File: config.mk
export PLATFORM = sky130hd
export DESIGN_NAME = uart_cmd_parser
export DESIGN_NICKNAME = d
export VERILOG_FILES = /design/src/rtl/uart_cmd_parser.sv
export SDC_FILE = /design/constraint.sdc
export NUM_CORES = 1
export LEC_CHECK = 0
export ABC_AREA = 1
export ABC_CLOCK_PERIOD_IN_PS = 5900
export BUFFER_PORTS_ARGS = -buffer_cell sky130_fd_sc_hd__buf_4
export CORE_ASPECT_RATIO = 2
export CORE_MARGIN = 2
export CORE_UTILIZATION = 60
export CTS_CLUSTER_SIZE = 28
export DETAILED_ROUTE_END_ITERATION = 16
export PLACE_DENSITY = 0.92
export REMOVE_ABC_BUFFERS = 1
export SETUP_SLACK_MARGIN = 0.3
export SLEW_MARGIN = 20
export SYNTH_ARGS = -nofsm -noshare
export SYNTH_HDL_FRONTEND = slang
export SYNTH_SLANG_ARGS = --single-unit
File: constraint.sdc
create_clock -name clk -period 5.9 [get_ports clk]
set_clock_uncertainty 0.15 [all_clocks]
set_input_delay 0.885 -clock clk [delete_from_list [all_inputs] [get_ports clk]]
set_output_delay 0.885 -clock clk [all_outputs]
set_load 0.02 [all_outputs]
File: src/rtl/uart_cmd_parser.sv
// Packet parser between the UART receive byte stream and the ALU/echo paths.
// Frames: opcode, reserved, 16-bit total length, payload (operands or echo bytes).

package config_pkg;
    localparam logic [7:0] OP_ECHO = 8'h01;
    localparam logic [7:0] OP_ADD  = 8'h02;
    localparam logic [7:0] OP_MUL  = 8'h03;
    localparam logic [7:0] OP_DIV  = 8'h04;

    typedef enum logic [1:0] {
        ERR_NONE      = 2'd0,
        ERR_BAD_OP    = 2'd1,
        ERR_LEN_SHORT = 2'd2,
        ERR_BAD_LEN   = 2'd3
    } err_code_e;
endpackage

module uart_cmd_parser
    import config_pkg::*;
#(
    parameter int OPERAND_W    = 32,
    parameter int MAX_OPERANDS = 4
) (
    input  logic                                   clk,
    input  logic                                   rst_n,
    input  logic [7:0]                             in_data_i,
    input  logic                                   in_valid_i,
    output logic                                   in_ready_o,
    output logic [7:0]                             echo_data_o,
    output logic                                   echo_valid_o,
    input  logic                                   echo_ready_i,
    output logic                                   cmd_valid_o,
    input  logic                                   cmd_ready_i,
    output logic [7:0]                             cmd_opcode_o,
    output logic [$clog2(MAX_OPERANDS+1)-1:0]      cmd_count_o,
    output logic [MAX_OPERANDS*OPERAND_W-1:0]      cmd_operands_o,
    output logic                                   err_o,
    output logic [1:0]                             err_code_o
);

    localparam int          BYTES      = OPERAND_W / 8;
    localparam int          CNT_W      = $clog2(MAX_OPERANDS + 1);
    localparam int          VEC_W      = MAX_OPERANDS * OPERAND_W;
    localparam int          SLOT_BYTES = MAX_OPERANDS * BYTES;
    localparam logic [15:0] BYTES_L    = 16'(BYTES);
    localparam logic [15:0] MAX_OPS_L  = 16'(MAX_OPERANDS);

    typedef enum logic [2:0] {
        S_OPCODE,
        S_RESERVED,
        S_LEN_LO,
        S_LEN_HI,
        S_OPERAND,
        S_ISSUE,
        S_ECHO,
        S_DRAIN
    } state_e;

    state_e            state_q, state_d;
    logic              alive_q;
    logic [7:0]        opcode_q, opcode_d;
    logic [7:0]        len_lo_q, len_lo_d;
    logic [15:0]       plen_q, plen_d;
    logic [15:0]       cnt_q, cnt_d;
    logic [CNT_W-1:0]  count_q, count_d;
    logic [VEC_W-1:0]  operands_q, operands_d;
    logic              err_q, err_d;
    err_code_e         err_code_q, err_code_d;

    logic              accept;
    logic [15:0]       len_w;
    logic [15:0]       plen_w;
    logic [15:0]       nops_w;
    logic [15:0]       rem_w;
    logic              last_w;

    function automatic logic is_known(input logic [7:0] op);
        return op inside {OP_ECHO, OP_ADD, OP_MUL, OP_DIV};
    endfunction

    assign accept = in_valid_i && in_ready_o;
    assign len_w  = {in_data_i, len_lo_q};
    assign plen_w = len_w - 16'd4;
    assign nops_w = plen_w / BYTES_L;
    assign rem_w  = plen_w % BYTES_L;
    assign last_w = (cnt_q == plen_q - 16'd1);

    // State and datapath registers.
    // NOTE: sequential state uses non-blocking assignments so every register
    // samples the pre-edge values, independent of statement order.
    // NOTE: the operand slots are reset too, because the reset state of every
    // output, including unused operand slots, must be observably zero.
    always_ff @(posedge clk or negedge rst_n) begin
        if (!rst_n) begin
            state_q    <= S_OPCODE;
            alive_q    <= 1'b0;
            opcode_q   <= '0;
            len_lo_q   <= '0;
            plen_q     <= '0;
            cnt_q      <= '0;
            count_q    <= '0;
            operands_q <= '0;
            err_q      <= 1'b0;
            err_code_q <= ERR_NONE;
        end else begin
            state_q    <= state_d;
            alive_q    <= 1'b1;
            opcode_q   <= opcode_d;
            len_lo_q   <= len_lo_d;
            plen_q     <= plen_d;
            cnt_q      <= cnt_d;
            count_q    <= count_d;
            operands_q <= operands_d;
            err_q      <= err_d;
            err_code_q <= err_code_d;
        end
    end

    // Next-state and datapath update.
    // NOTE: every signal gets a default before the case so no path leaves a
    // value unassigned, which would otherwise infer a latch.
    always_comb begin
        state_d    = state_q;
        opcode_d   = opcode_q;
        len_lo_d   = len_lo_q;
        plen_d     = plen_q;
        cnt_d      = cnt_q;
        count_d    = count_q;
        operands_d = operands_q;
        err_d      = 1'b0;
        err_code_d = err_code_q;

        case (state_q)
            S_OPCODE: begin
                if (accept) begin
                    if (is_known(in_data_i)) begin
                        opcode_d = in_data_i;
                        state_d  = S_RESERVED;
                    end else begin
                        err_d      = 1'b1;
                        err_code_d = ERR_BAD_OP;
                    end
                end
            end
            S_RESERVED: begin
                if (accept) state_d = S_LEN_LO;
            end
            S_LEN_LO: begin
                if (accept) begin
                    len_lo_d = in_data_i;
                    state_d  = S_LEN_HI;
                end
            end
            S_LEN_HI: begin
                if (accept) begin
                    plen_d = plen_w;
                    cnt_d  = '0;
                    if (len_w < 16'd4) begin
                        err_d      = 1'b1;
                        err_code_d = ERR_LEN_SHORT;
                        state_d    = S_OPCODE;
                    end else if (opcode_q == OP_ECHO) begin
                        state_d = (plen_w == 16'd0) ? S_OPCODE : S_ECHO;
                    end else if (rem_w != 16'd0 || nops_w < 16'd2 || nops_w > MAX_OPS_L) begin
                        err_d      = 1'b1;
                        err_code_d = ERR_BAD_LEN;
                        state_d    = (plen_w == 16'd0) ? S_OPCODE : S_DRAIN;
                    end else begin
                        count_d = nops_w[CNT_W-1:0];
                        state_d = S_OPERAND;
                    end
                end
            end
            S_OPERAND: begin
                if (accept) begin
                    // Little-endian operands packed from slot 0 upward means
                    // payload byte k lands at bit k*8 of the flat vector.
                    for (int i = 0; i < SLOT_BYTES; i++) begin
                        if (cnt_q == 16'(i)) operands_d[i*8 +: 8] = in_data_i;
                    end
                    cnt_d = cnt_q + 16'd1;
                    if (last_w) begin
                        cnt_d   = '0;
                        state_d = S_ISSUE;
                    end
                end
            end
            S_ISSUE: begin
                if (cmd_ready_i) begin
                    operands_d = '0;
                    state_d    = S_OPCODE;
                end
            end
            S_ECHO, S_DRAIN: begin
                if (accept) begin
                    cnt_d = cnt_q + 16'd1;
                    if (last_w) begin
                        cnt_d   = '0;
                        state_d = S_OPCODE;
                    end
                end
            end
            default: state_d = S_OPCODE;
        endcase
    end

    // Handshake outputs; the echo path is a pure combinational passthrough.
    always_comb begin
        in_ready_o   = 1'b0;
        echo_valid_o = 1'b0;
        echo_data_o  = '0;
        cmd_valid_o  = 1'b0;

        case (state_q)
            S_ECHO: begin
                in_ready_o   = echo_ready_i;
                echo_valid_o = in_valid_i;
                echo_data_o  = in_data_i;
            end
            S_ISSUE: begin
                cmd_valid_o = 1'b1;
            end
            default: begin
                in_ready_o = alive_q;
            end
        endcase
    end

    assign cmd_opcode_o   = opcode_q;
    assign cmd_count_o    = count_q;
    assign cmd_operands_o = operands_q;
    assign err_o          = err_q;
    assign err_code_o     = err_code_q;

endmodule

Yosys cells after proc, flatten, opt, wreduce, memory -nomap -nowiden. Cells that the tools add are included. W data, S select, Z words.

Output and inout bits: 153. Bits in registers: 186. Input port bits: 13. Word-level logic and storage cells: 185.

Reductions and logical operators: 36. Bitwise operators: 3. Eq/ne operators: 58. Add/sub/neg operators: 3. Magnitude comparators: 3. Multiplexer cells: 57.

Operator list (count): $mux W128 (2); $pmux W128 S2 (1); $mux W8 (17); $eq A16 B4 Y1 const B (8); $eq A16 B3 Y1 const B (4); $reduce_and A4 Y1 (16); $ne A2 B2 Y1 const B (27); $mux W16 (3); $mux W3 (15); $eq A16 B2 Y1 const B (2); $logic_not A16 Y1 (2); $pmux W16 S2 (1); $pmux W3 S7 (1); $add A16 B1 Y16 const B (1); $eq A16 B1 Y1 const B (1); $eq A16 B16 Y1 (1); $eq A8 B1 Y1 const B (2); $eq A8 B2 Y1 const B (2); $lt A16 B3 Y1 const B (1); $reduce_bool A16 Y1 (1); $sub A16 B1 Y16 const B (1); $sub A16 B3 Y16 const B (1); $gt A14 B3 Y1 const B (1); $lt A14 B2 Y1 const B (1); other kinds (23) (48).

Longest topological paths before layout. Gate-level depths: netlist (run 1).

Word-level depth: 9. Depth in mapped cells: 17. Gate-level depth less buffers: 17.

Worst setup path after synthesis (run 1). OpenSTA, ideal clock, no wires.

Path kind: input port to output port. From: input port in_data_i[2]. To: output port echo_data_o[2]. Stages: 3. Buffers on the path: 1. Arrival time: 1495 ps. Required time: 4865 ps. Path slack: 3370 ps. Path through: clkbuf_1 -> inv_1 -> nor2_1.

Cells in the longest elaborated chain, start to end: 1.

RTL lines: from (decl) (line 26) `input logic [7:0] in_data_i,`; $mux W8 (line 214) `case (state_q)`; to (decl) (line 29) `output logic [7:0] echo_data_o,`.

No other way between the ends.

Worst setup path in the final report (run 1).
From: register state_q[1]. To: register operands_q[112], in the netlist cmd_operands_o[112].

Cells in the longest elaborated chain, start to end: 5. Elaborated cells between the ends (all ways): 11. Classes of those cells: eq/ne (6); mux (2); reduce/logical (3).

RTL lines: from (decl) (line 59) `state_e state_q, state_d;`; from (signal assigned) (line 106) `state_q <= state_d;`; $eq A3 B3 Y1 (on tied branches) (line 133, 214); $pmux W1 S2 (line 214); $logic_and A1 B1 Y1 (line 81) `assign accept = in_valid_i && in_ready_o;`; $ne A2 B2 Y1 (no source line); $reduce_and A4 Y1 (no source line); to (signal assigned) (line 113) `operands_q <= operands_d;`; to (decl) (line 66) `logic [VEC_W-1:0] operands_q, operands_d;`.

Several ways; a longest one is shown, not always the timed one. A chain may end at the register's enable or synchronous reset.

==> out/qor.yml, run 1 <==
async_flop_share_pct: 100
grt_max_degree: 87
gr-max-usage-layer: "met2"
ys_warn_count: 0
crit_type: "reg2reg"
required_ns: 6.06
final_max_slew_viol_count: 0
grtUsageMet3_pct: 4.81
post-cts-setup-buffers: 0
routedWlPerCell_um: 17.5
netSwitchingPower_mw: 2.25
clkTransAtPathRegs_ns: 0.07
drive_above_1_share_pct: 18.6
synth-edff-count: 0
rsz0062_at_grt: "false"
grt_pass1_wl_um: 38600
regArea_mm2: 0.00465
syn_area_per_cell_um2: 8.35
drv_cap: 0
min_path_type: "reg2reg"
cts_root_buf: "clkbuf_16"
hold_viol: 0
initial_core_util_pct: 61.5
fin_util_pct: 74.5
antenna_left: 0
path_common_cell: "nand3_1"
setup_viol: 0
status: "complete, no violations"
seqPwrFrac_pct: 37.9
ctsHoldBuffers: 0
antenna_found_initial: 0
peakVddDrop_v: 0.000292
fmax_mhz: 304
port_buffers: 165
crit_path_end_kind: "flip-flop"
clock_path_buffers: 2
slew_headroom_pct: 31.5
worst_hold_slack_ns: 0.330
diodes: 0
die_area_mm2: 0.0153
synth_area_mm2: 0.00859
vias_per_cell: 5.77
die_w_um: 88.6
internal_power_mw: 3.11
multi_input_area_mm2: 0.00342
path_buf_inv: 1
cts_made_buffers: 17
worst_hold_path.num_cells: 2
stdcell_count: 1380
cts_tree: "done"
power.density_mw_per_mm2: 515
period_share_pct: 55.7
fin_crit_ns: 3.29
overflow: 0
place_congestion: 0.975
cp_max_fo: 25
ys_types: 35
holdPathEnd: "cmd_count_o[2]$_DFFE_PN0P_"
yosys_most_used_dff: "dfrtp_1"
fillCellCount: 972
nNetsFinal: 1198
clock_latency_ns: 0.43
arrival_ns: 3.45
drcViolationCount: 0
p_total_mw: 5.36
cpMaxStageDelayCell: "nand3_1"
power_leakage_nw: 5.25
ys_seq_area_share_pct: 54.2
reg2reg_depth: 8
ios: 166
routed_wl_um: 24200
p_clk_share_pct: 20.2
ys_ff_latch: 186
cts_resized: 0
switching_share_pct: 42.0
grt_use_met2_pct: 56.2
start_kind: "flip-flop"
r2r_slack_ns: 2.61
syn_to_final_growth_pct: 21.1
routed-via-count: 7964
grt_pass1_vias: 7911
rr_startpoint: "state_q[1]$_DFFE_PN0P_"
die_h_um: 173
mostFrequentLayoutCells: "nand2_1 (312), dfrtp_1 (186), buf_4 (166)"
grt_use_met1_pct: 34.5
cpPeakStageDelay_ns: 0.60
grtUsageTotal_pct: 32.5
drtPass1Iterations: 6
row_count: 61
drtIter0Drc: 799
setup_tns_ns: 0
clkSinkCount: 186
worstHoldStart: "cmd_count_o[2]$_DFFE_PN0P_"
crit_family: "compound AO/OA/AOI/OAI gates"
dp.cells: 1348
core_mm2: 0.0140
path_cells: "inv_1 -> nand3_1 -> nand3_1 -> o21ai_2 -> nand2_2 -> a21oi_4 -> o21ai_1 -> o21ai_0"
final_common_cell: "nand2_1"
h-tree-depth: 4
tightest_slew_ns: 1.02
r2r-end: "cmd_operands_o[112]$_DFFE_PN0P_"
dpl.hpwl_um: 16900
comb_power_share_pct: 41.8
netlist_instances: 1029
worst max-delay path by stage:
stage               slack, ns                               to                    from  cells after the start
detailed placement       2.80  cmd_operands_o[108]$_DFFE_PN0P_  state_q[1]$_DFFE_PN0P_                      9
finish                   2.61  cmd_operands_o[112]$_DFFE_PN0P_  state_q[1]$_DFFE_PN0P_                      8
global placement         2.96       cmd_count_o[0]$_DFFE_PN0P_            in_data_i[0]                     15
global route             2.34  cmd_operands_o[108]$_DFFE_PN0P_  state_q[1]$_DFFE_PN0P_                      9
floorplan                3.32  cmd_operands_o[100]$_DFFE_PN0P_            echo_ready_i                      7
CTS                      2.69  cmd_operands_o[108]$_DFFE_PN0P_  state_q[1]$_DFFE_PN0P_                      9
layer usage:
layer  vias to the layer above  wire, um
met5                         -         0
met4                         0      1890
met3                       136      1140
met2                       390     13000
met1                      3807      8190
li1                       3631         -
cell usage after synthesis, types with 2 or more instances:
cell type  number  area share [%]
a21oi_1         5            0.29
buf_2          11            0.64
buf_6          11             1.4
clkbuf_1       14            0.61
clkinv_1        2           0.087
dfrtp_1       186              54
ha_1            7             1.0
inv_1          67             2.9
inv_2           5            0.22
nand2_1       312              14
nand2_2        11            0.80
nand3_1        53             3.1
nand3b_1        3            0.26
nand4_1         9            0.66
nor2_1         93             4.1
nor2_2          4            0.29
nor3_1         12            0.70
nor4_1          8            0.58
o21ai_0        76             4.4
o21ai_1       100             5.8
o22ai_1         3            0.22
xnor2_1         8            0.82
xor2_1         17             1.7
sequential cells by signal, summed over array words and instances, names as in the netlist:
register	flops
state_q	3
cmd_opcode_o	8
alive_q	1
err_o	1
cnt_q	16
cmd_count_o	3
cmd_operands_o	128
len_lo_q	8
plen_q	16
err_code_o	2
power by group through the flow:
stage,Sequential [mW],Combinational [mW],Clock [mW]
finish,2.03,2.24,1.08
global route,2.07,2.47,1.14
CTS,2.02,2.24,1.08
detailed placement,2.03,2.21,0
global placement,2.02,2.14,0
floorplan,2.35,0.990,0
metrics by stage:
step                      instance area (um2)  worst slack [ns]
after floorplan                          8350              3.32
after global placement                   9850              2.96
after detailed placement                 9850              2.80
after CTS                               10400              2.69
after global routing                    10400              2.34
final                                   10400              2.61
kinds of logic (layout without fill, tap and decap cells):
group | after synthesis | after routing | share of synthesized area [%]
simple gates | 509 | 509 | 24.5
fa+ha+maj | 7 | 7 | 1.02
flops | 186 | 186 | 54.2
buf+inv | 111 | 273 | 5.97
compound gates | 189 | 189 | 11.4
other cells | 1 | 1 | 0.0437
xor+xnor | 26 | 26 | 2.83
worst reg2reg max path: stages, from the launching register on:
cell     delay, ns
dfrtp_1       0.44
inv_1         0.10
nand3_1       0.60
nand3_1       0.19
o21ai_2       0.13
nand2_2       0.13
a21oi_4       0.52
o21ai_1       0.52
o21ai_0       0.40
layout make-up:
type / count / share of cell area [%]
flip-flops and latches: 186 / 44.7
multi-input cells: 732 / 32.9
repair buffers: 167 / 12.1
clock buffers: 20 / 4.20
inverters: 74 / 2.67
well taps: 189 / 2.27
clock inverters: 12 / 1.12
Note: power is estimated with default switching activity, not from simulation.
==> run 2, diff against run 1 <==
--- a/config.mk
+++ b/config.mk
@@ -5,15 +5,15 @@
 export SDC_FILE = /design/constraint.sdc
 export NUM_CORES = 1
 export LEC_CHECK = 0
-export ABC_AREA = 1
-export ABC_CLOCK_PERIOD_IN_PS = 5900
+export ABC_AREA = 0
+export ABC_CLOCK_PERIOD_IN_PS = 2740
 export BUFFER_PORTS_ARGS = -buffer_cell sky130_fd_sc_hd__buf_4
 export CORE_ASPECT_RATIO = 2
 export CORE_MARGIN = 2
-export CORE_UTILIZATION = 60
+export CORE_UTILIZATION = 50
 export CTS_CLUSTER_SIZE = 28
 export DETAILED_ROUTE_END_ITERATION = 16
-export PLACE_DENSITY = 0.92
+export PLACE_DENSITY = 0.82
 export REMOVE_ABC_BUFFERS = 1
 export SETUP_SLACK_MARGIN = 0.3
 export SLEW_MARGIN = 20
==> constraint.sdc (replaced) <==
create_clock -name clk -period 2.74 [get_ports clk]
set_clock_uncertainty 0.15 [all_clocks]
set_input_delay 0.411 -clock clk [delete_from_list [all_inputs] [get_ports clk]]
set_output_delay 0.411 -clock clk [all_outputs]
set_load 0.02 [all_outputs]
==> run 2 against run 1 <==
  * Sequential power increased by 130%
  * Total power increased to 2.6 times the previous value
  * Sequential share of layout area decreased by 5.2 points
  * Flip-flop and latch count unchanged
  * Cell area increased by 13%
  * Area after synthesis increased by 1.6%
  * The run now ends with negative setup slack left
  * Largest power group unchanged
  * Utilization decreased by 5.9 points
  * Die area increased by 21%
==> out/qor.yml, run 2 <==
status: "complete, but fails checks"
violations: "negative setup slack"
vias_per_cell: 5.81  # +0.62%
cpPeakStageDelay_ns: 0.50  # -0.10 ns
fmax_mhz: 315  # +3.5%
die_area_mm2: 0.0186  # +21%
port_buffers: 165  # unchanged
place_congestion: 0.883  # -9.4%
cts_tree: "done"
row_count: 68  # +11%
path_cells: "inv_1 -> ha_2 -> or4b_4 -> nor4_4 -> xor2_1 -> or4b_1 -> a31o_2 -> o21ai_4 -> buf_6 -> and2_4 -> buf_8 -> nor2_2"
largest_reg_flops: 128  # unchanged
syn_area_per_cell_um2: 11.6  # +39%
antenna_left: 0  # unchanged
p_total_mw: 14.0  # +160%
die_w_um: 97.4  # +9.9%
wl_met3_um: 1110  # -2.4%
grt_max_degree: 69  # -21%
setup_tns_ns: -7.25  # -7.25 ns
min_path_type: "in2reg"
synth.largest_area_cell: "dfrtp_1"
start_kind: "flip-flop"
required_ns: 2.91  # -3.15 ns
synth-edff-count: 0  # unchanged
cts_root_buf: "clkbuf_16"
diodes: 0  # unchanged
netlist_instances: 750  # -27%
ios: 166  # unchanged
yosys_most_used_dff: "dfrtp_1"
p_clk_share_pct: 19.0  # -1.2 points
mostFrequentLayoutCells: "buf_4 (257), dfrtp_1 (182), mux2_2 (140)"
drv_cap: 0  # unchanged
power_leakage_nw: 5.66  # +7.9%
worst_slack_ns: -0.438  # -3.05 ns
nNetsFinal: 1015  # -15%
antenna_found_initial: 0  # unchanged
syn_to_final_growth_pct: 35.0
drtIter0Drc: 400  # -50%
fin_util_pct: 68.5  # -5.9 points
ys_warn_count: 0  # unchanged
netlist.area_leader.share_pct: 53.3  # -0.84 points
clock_path_buffers: 2  # unchanged
initial_core_util_pct: 50.8  # -11 points
ys_types: 65  # +86%
synth.area.top_cells: "dfrtp_1 (53%), mux2_2 (19%), nor2_1 (2.4%)"
routed-via-count: 7067  # -11%
routedWlPerCell_um: 21.3  # +21%
clock_latency_ns: 0.43  # about the same
route.top_layer_used: "met4"
netSwitchingPower_mw: 5.51  # +140%
drive_above_1_share_pct: 49.2  # +31 points
dpl.hpwl_um: 17800  # +4.8%
peakVddDrop_v: 0.000993  # +240%
tightest_slew_ns: 0.735  # -0.286 ns
post-place-ws_ns: -0.471  # -3.27 ns
synth_area_mm2: 0.00872  # +1.6%
wl_met1_um: 8980  # +9.6%
setup_viol: 19  # +19
ys_ff_latch: 186  # unchanged
cpMaxStageDelayCell: "or4b_1"
drtPass1Iterations: 5  # -1
internal_power_mw: 8.52  # +170%
cp_max_fo: 5  # -80%
h-tree-depth: 4  # unchanged
core_mm2: 0.0172  # +23%
arrival_ns: 3.34  # -0.11 ns
clkTransAtPathRegs_ns: 0.07  # about the same
crit_type: "reg2reg"
period_share_pct: 116  # +60 points
cts_made_buffers: 17  # unchanged
grt_pass1_wl_um: 39800  # +3.1%
drcViolationCount: 0  # unchanged
crit_path_end_kind: "flip-flop"
ys_top_cells_by_count: "dfrtp_1 (186), mux2_2 (144), nor2_1 (56)"
path_buf_inv: 3  # +2
async_flop_share_pct: 100  # unchanged
overflow: 0  # unchanged
power.density_mw_per_mm2: 1190  # +130%
crit_family: "simple AND/OR/NAND/NOR gates"
seqPwrFrac_pct: 32.9  # -5.0 points
fin_crit_ns: 3.18  # -0.111 ns
routed_wl_um: 25900  # +6.9%
switching_share_pct: 39.3  # -2.7 points
grt_pass1_vias: 7437  # -6.0%
met2WireLength_um: 14300  # +10%
slew_headroom_pct: 51.0  # +20 points
clkSinkCount: 186  # unchanged
final_common_cell: "buf_4"
rsz0062_at_grt: "true"
die_h_um: 191  # +10%
synth_most_common_cell: "dfrtp_1"
final_max_slew_viol_count: 0  # unchanged
comb_power_share_pct: 48.2  # +6.4 points
grtUsageTotal_pct: 27.4  # -5.1 points
ys_seq_area_share_pct: 53.3  # -0.84 points
hold_viol: 0  # unchanged
run 2: stage by stage:
step | instances | cell area [um2] | hold WS (ns)
after floorplan | 711 | 8560 | -0.0346
after global placement | 1165 | 10700 | 0.294
after detailed placement | 1165 | 10700 | 0.296
after CTS | 1206 | 11600 | 0.134
after global routing | 1217 | 11800 | 0.142
final | 1217 | 11800 | 0.141
run 2: final cells by class:
class | instances | area, um2
clock inverters | 12 | 185
multi-input cells | 511 | 4130
well taps | 210 | 263
fillers | 1236 | 5410
inverters | 14 | 52.6
clock buffers | 19 | 453
repair buffers | 265 | 2030
flip-flops and latches | 186 | 4660
run 2: power groups by stage:
stage               Clock, mW  Sequential, mW  Combinational [mW]
floorplan                   0            5.62                2.28
global placement            0            4.53                6.09
detailed placement          0            4.59                6.21
CTS                      2.69            4.57                6.51
global route             2.78            4.72                7.15
finish                   2.66            4.61                6.76
run 2: logic make-up (layout without fill, tap and decap cells):
logic type      Yosys count  after routing  share of synthesized area, %
fa+ha+maj                 7              7                          1.00
buf+inv                  53            310                          2.47
other cells               1              1                        0.0430
xor+xnor                 40             40                          4.02
mux                     145            145                          18.7
compound gates           94             94                          6.74
simple gates            224            224                          13.7
flops                   186            186                          53.3
run 2: final timing paths:
path	slack (ns)	start	cells after the start	end
max	-0.44	plen_q[0]$_DFFE_PN0P_	12	cnt_q[7]$_DFFE_PN0P_
min	0.14	in_data_i[5]	2	len_lo_q[5]$_DFFE_PN0P_
max reg2reg	-0.44	plen_q[0]$_DFFE_PN0P_	12	cnt_q[7]$_DFFE_PN0P_
min reg2reg	0.36	cmd_operands_o[127]$_DFFE_PN0P_	1	cmd_operands_o[127]$_DFFE_PN0P_
max in group asynchronous	1.22	rst_n	3	cmd_operands_o[112]$_DFFE_PN0P_
min in group asynchronous	0.41	rst_n	2	cmd_operands_o[68]$_DFFE_PN0P_
run 2: routing by layer:
metal	vias up	global-route usage [%]
met5	-	0
met4	0	15.2
met3	101	4.44
met2	289	51.1
met1	3546	28.9
li1	3131	-
run 2: what timing repair did:
| action | 4_1_cts | 5_1_grt |
|---|---|---|
| cloned | 0 | 1 |
| hold buffers | 1 | 0 |
| pin swaps | 10 | 17 |
| resized for setup | 35 | 34 |
| buffers inserted | 9 | 10 |
| endpoints found under the setup margin | 121 | 154 |
| hold endpoints to repair | 62 | 0 |
run 2: worst reg2reg max path, delay by kind of cell, from the launching register on:
kind	cells	cell delay, ns
simple gates	5	1.46
compound gates	2	0.47
flops	1	0.38
buf+inv	3	0.33
fa+ha+maj	1	0.16
xor+xnor	1	0.11
==> run 3, diff against run 2 <==
--- a/config.mk
+++ b/config.mk
@@ -11,8 +11,8 @@
 export CORE_ASPECT_RATIO = 2
 export CORE_MARGIN = 2
 export CORE_UTILIZATION = 50
-export CTS_CLUSTER_SIZE = 28
 export DETAILED_ROUTE_END_ITERATION = 16
+export MAX_ROUTING_LAYER = met4
 export PLACE_DENSITY = 0.82
 export REMOVE_ABC_BUFFERS = 1
 export SETUP_SLACK_MARGIN = 0.3
==> run 3 against run 2 <==
  * The run still ends with negative setup slack left
  * Total power down 2.5%
  * Largest cell class unchanged
  * Cell count down 0.16%
  * Utilization down 0.48 points
  * First-iteration DRC count up 27%
  * Clock power down 9.0%
==> out/qor.yml, run 3 (synthesis results as in run 2) <==
clock_latency_ns: 0.44  # about the same
grt_pass1_wl_um: 39700  # -0.38%
hold_viol: 0  # unchanged
status: "complete, but fails checks"
cts_made_buffers: 17  # unchanged
cp_max_fo: 6  # +1
fillCellCount: 1240  # +0.32%
arrival_ns: 3.28  # -0.06 ns
routed-via-count: 6947  # -1.7%
cpMaxStageDelayCell: "or4b_4"
syn_to_final_growth_pct: 34.0
stdcell_count: 1215  # -0.16%
rsz0062_at_grt: "true"
overflow: 0  # unchanged
die_h_um: 191  # unchanged
antenna_found_initial: 0  # unchanged
power_leakage_nw: 5.65  # -0.21%
fin_crit_ns: 3.10  # -0.0756 ns
fin_util_pct: 68.0  # -0.48 points
path_buf_inv: 2  # -1
crit_path_end_kind: "flip-flop"
setup_viol: 19  # unchanged
grt_max_degree: 54  # -22%
row_count: 68  # unchanged
crit_type: "reg2reg"
peakVddDrop_v: 0.000887  # -11%
nNetsFinal: 1012  # -0.30%
drv_cap: 0  # unchanged
largest_reg_flops: 128  # unchanged
clkTransAtPathRegs_ns: 0.07  # about the same
dp.cells: 1165  # unchanged
vias_per_cell: 5.72  # -1.5%
post-place-ws_ns: -0.501  # -0.0305 ns
drive_above_1_share_pct: 48.4  # -0.80 points
port_buffers: 165  # unchanged
min_path_type: "in2reg"
ios: 166  # unchanged
fmax_mhz: 322  # +2.4%
mostFrequentLayoutCells: "buf_4 (253), dfrtp_1 (182), mux2_2 (141)"
slew_headroom_pct: 49.6  # -1.3 points
period_share_pct: 113  # -2.8 points
stdcell_area_mm2: 0.0117  # -0.70%
core_mm2: 0.0172  # unchanged
place_congestion: 0.894  # +1.2%
cpPeakStageDelay_ns: 0.49  # about the same
die_area_mm2: 0.0186  # unchanged
dpl.hpwl_um: 17800  # +0.20%
drtPass1Iterations: 5  # unchanged
worst_slack_ns: -0.363  # +0.0756 ns
cts_tree: "done"
initial_core_util_pct: 50.8  # unchanged
drcViolationCount: 0  # unchanged
start_kind: "flip-flop"
cts_root_buf: "clkbuf_16"
power.density_mw_per_mm2: 1170  # -1.8%
die_w_um: 97.4  # unchanged
routed_wl_um: 25300  # -2.3%
dpl-instance-area_mm2: 0.0107  # +0.12%
grt_pass1_vias: 7390  # -0.63%
final_max_slew_viol_count: 0  # unchanged
path_cells: "inv_1 -> ha_1 -> or4b_4 -> nor4_4 -> xor2_1 -> or4b_1 -> a31o_2 -> o21ai_4 -> buf_6 -> o21ai_1 -> a22o_1"
clkSinkCount: 186  # unchanged
routedWlPerCell_um: 20.8  # -2.1%
required_ns: 2.91  # about the same
violations: "negative setup slack"
grtUsageTotal_pct: 28.4  # +0.96 points
antenna_left: 0  # unchanged
clock_path_buffers: 2  # unchanged
tightest_slew_ns: 0.755  # +0.0202 ns
p_total_mw: 13.7  # -2.5%
crit_family: "simple AND/OR/NAND/NOR gates"
drtIter0Drc: 509  # +27%
diodes: 0  # unchanged
h-tree-depth: 4  # unchanged
final_common_cell: "buf_4"
run 3: through the flow:
stage               TNS, ns  hold slack (ns)
finish                -5.67            0.118
global route          -8.13            0.115
CTS                   -5.36            0.107
detailed placement    -7.10            0.234
global placement      -5.97            0.236
floorplan             -8.97          -0.0346
run 3: final cells by class:
| type | count | area, um2 | area share [%] |
|---|---|---|---|
| inverters | 14 | 52.6 | 0.449 |
| clock buffers | 18 | 439 | 3.76 |
| multi-input cells | 511 | 4120 | 35.3 |
| flip-flops and latches | 186 | 4660 | 39.8 |
| repair buffers | 262 | 2030 | 17.3 |
| well taps | 210 | 263 | 2.25 |
| clock inverters | 14 | 131 | 1.12 |
run 3: worst register-to-register path, delay by kind of cell, from the launching register on:
family / cells / cell delay, ns
AOI/OAI and AO/OA: 4 / 0.77
adders and majority gates: 1 / 0.15
buffers and inverters: 2 / 0.21
xor gates and xnor gates: 1 / 0.10
and+or+nand+nor: 3 / 1.23
DFF: 1 / 0.39
run 3: final timing paths:
path	start	endpoint	slack (ns)	cells after the start
min reg2reg	err_code_o[1]$_DFFE_PN0P_	err_code_o[1]$_DFFE_PN0P_	0.36	1
max reg2reg	plen_q[1]$_DFFE_PN0P_	cnt_q[5]$_DFFE_PN0P_	-0.36	11
min	in_data_i[7]	len_lo_q[7]$_DFFE_PN0P_	0.12	2
min in group asynchronous	rst_n	cmd_operands_o[93]$_DFFE_PN0P_	0.33	2
max in group asynchronous	rst_n	cmd_operands_o[97]$_DFFE_PN0P_	1.33	3
max	plen_q[1]$_DFFE_PN0P_	cnt_q[5]$_DFFE_PN0P_	-0.36	11
run 3: report_power, final:
group	internal, mW	leakage (nW)	switching (mW)	total, mW
Combinational	3.08	2.95	3.53	6.61
Clock	1.30	0.276	1.12	2.42
Sequential	3.81	2.42	0.836	4.65
Total	8.19	5.65	5.49	13.7
run 3: repair_timing:
item,4_1_cts,5_1_grt
endpoints found under the hold margin,49,0
gates resized for setup,37,19
buffers inserted,10,7
setup endpoints to repair,103,161
hold buffers,1,0
pin swaps,11,3
run 3: metal layers:
layer / share of wire [%] / GRT usage [%] / wire (um) / vias up
li1: - / - / - / 3135
met1: 35 / 28.8 / 8790 / 3478
met2: 55 / 50.4 / 13900 / 236
met3: 4.1 / 5.43 / 1040 / 98
met4: 5.9 / 16.6 / 1500 / 0
met5: 0 / - / 0 / -
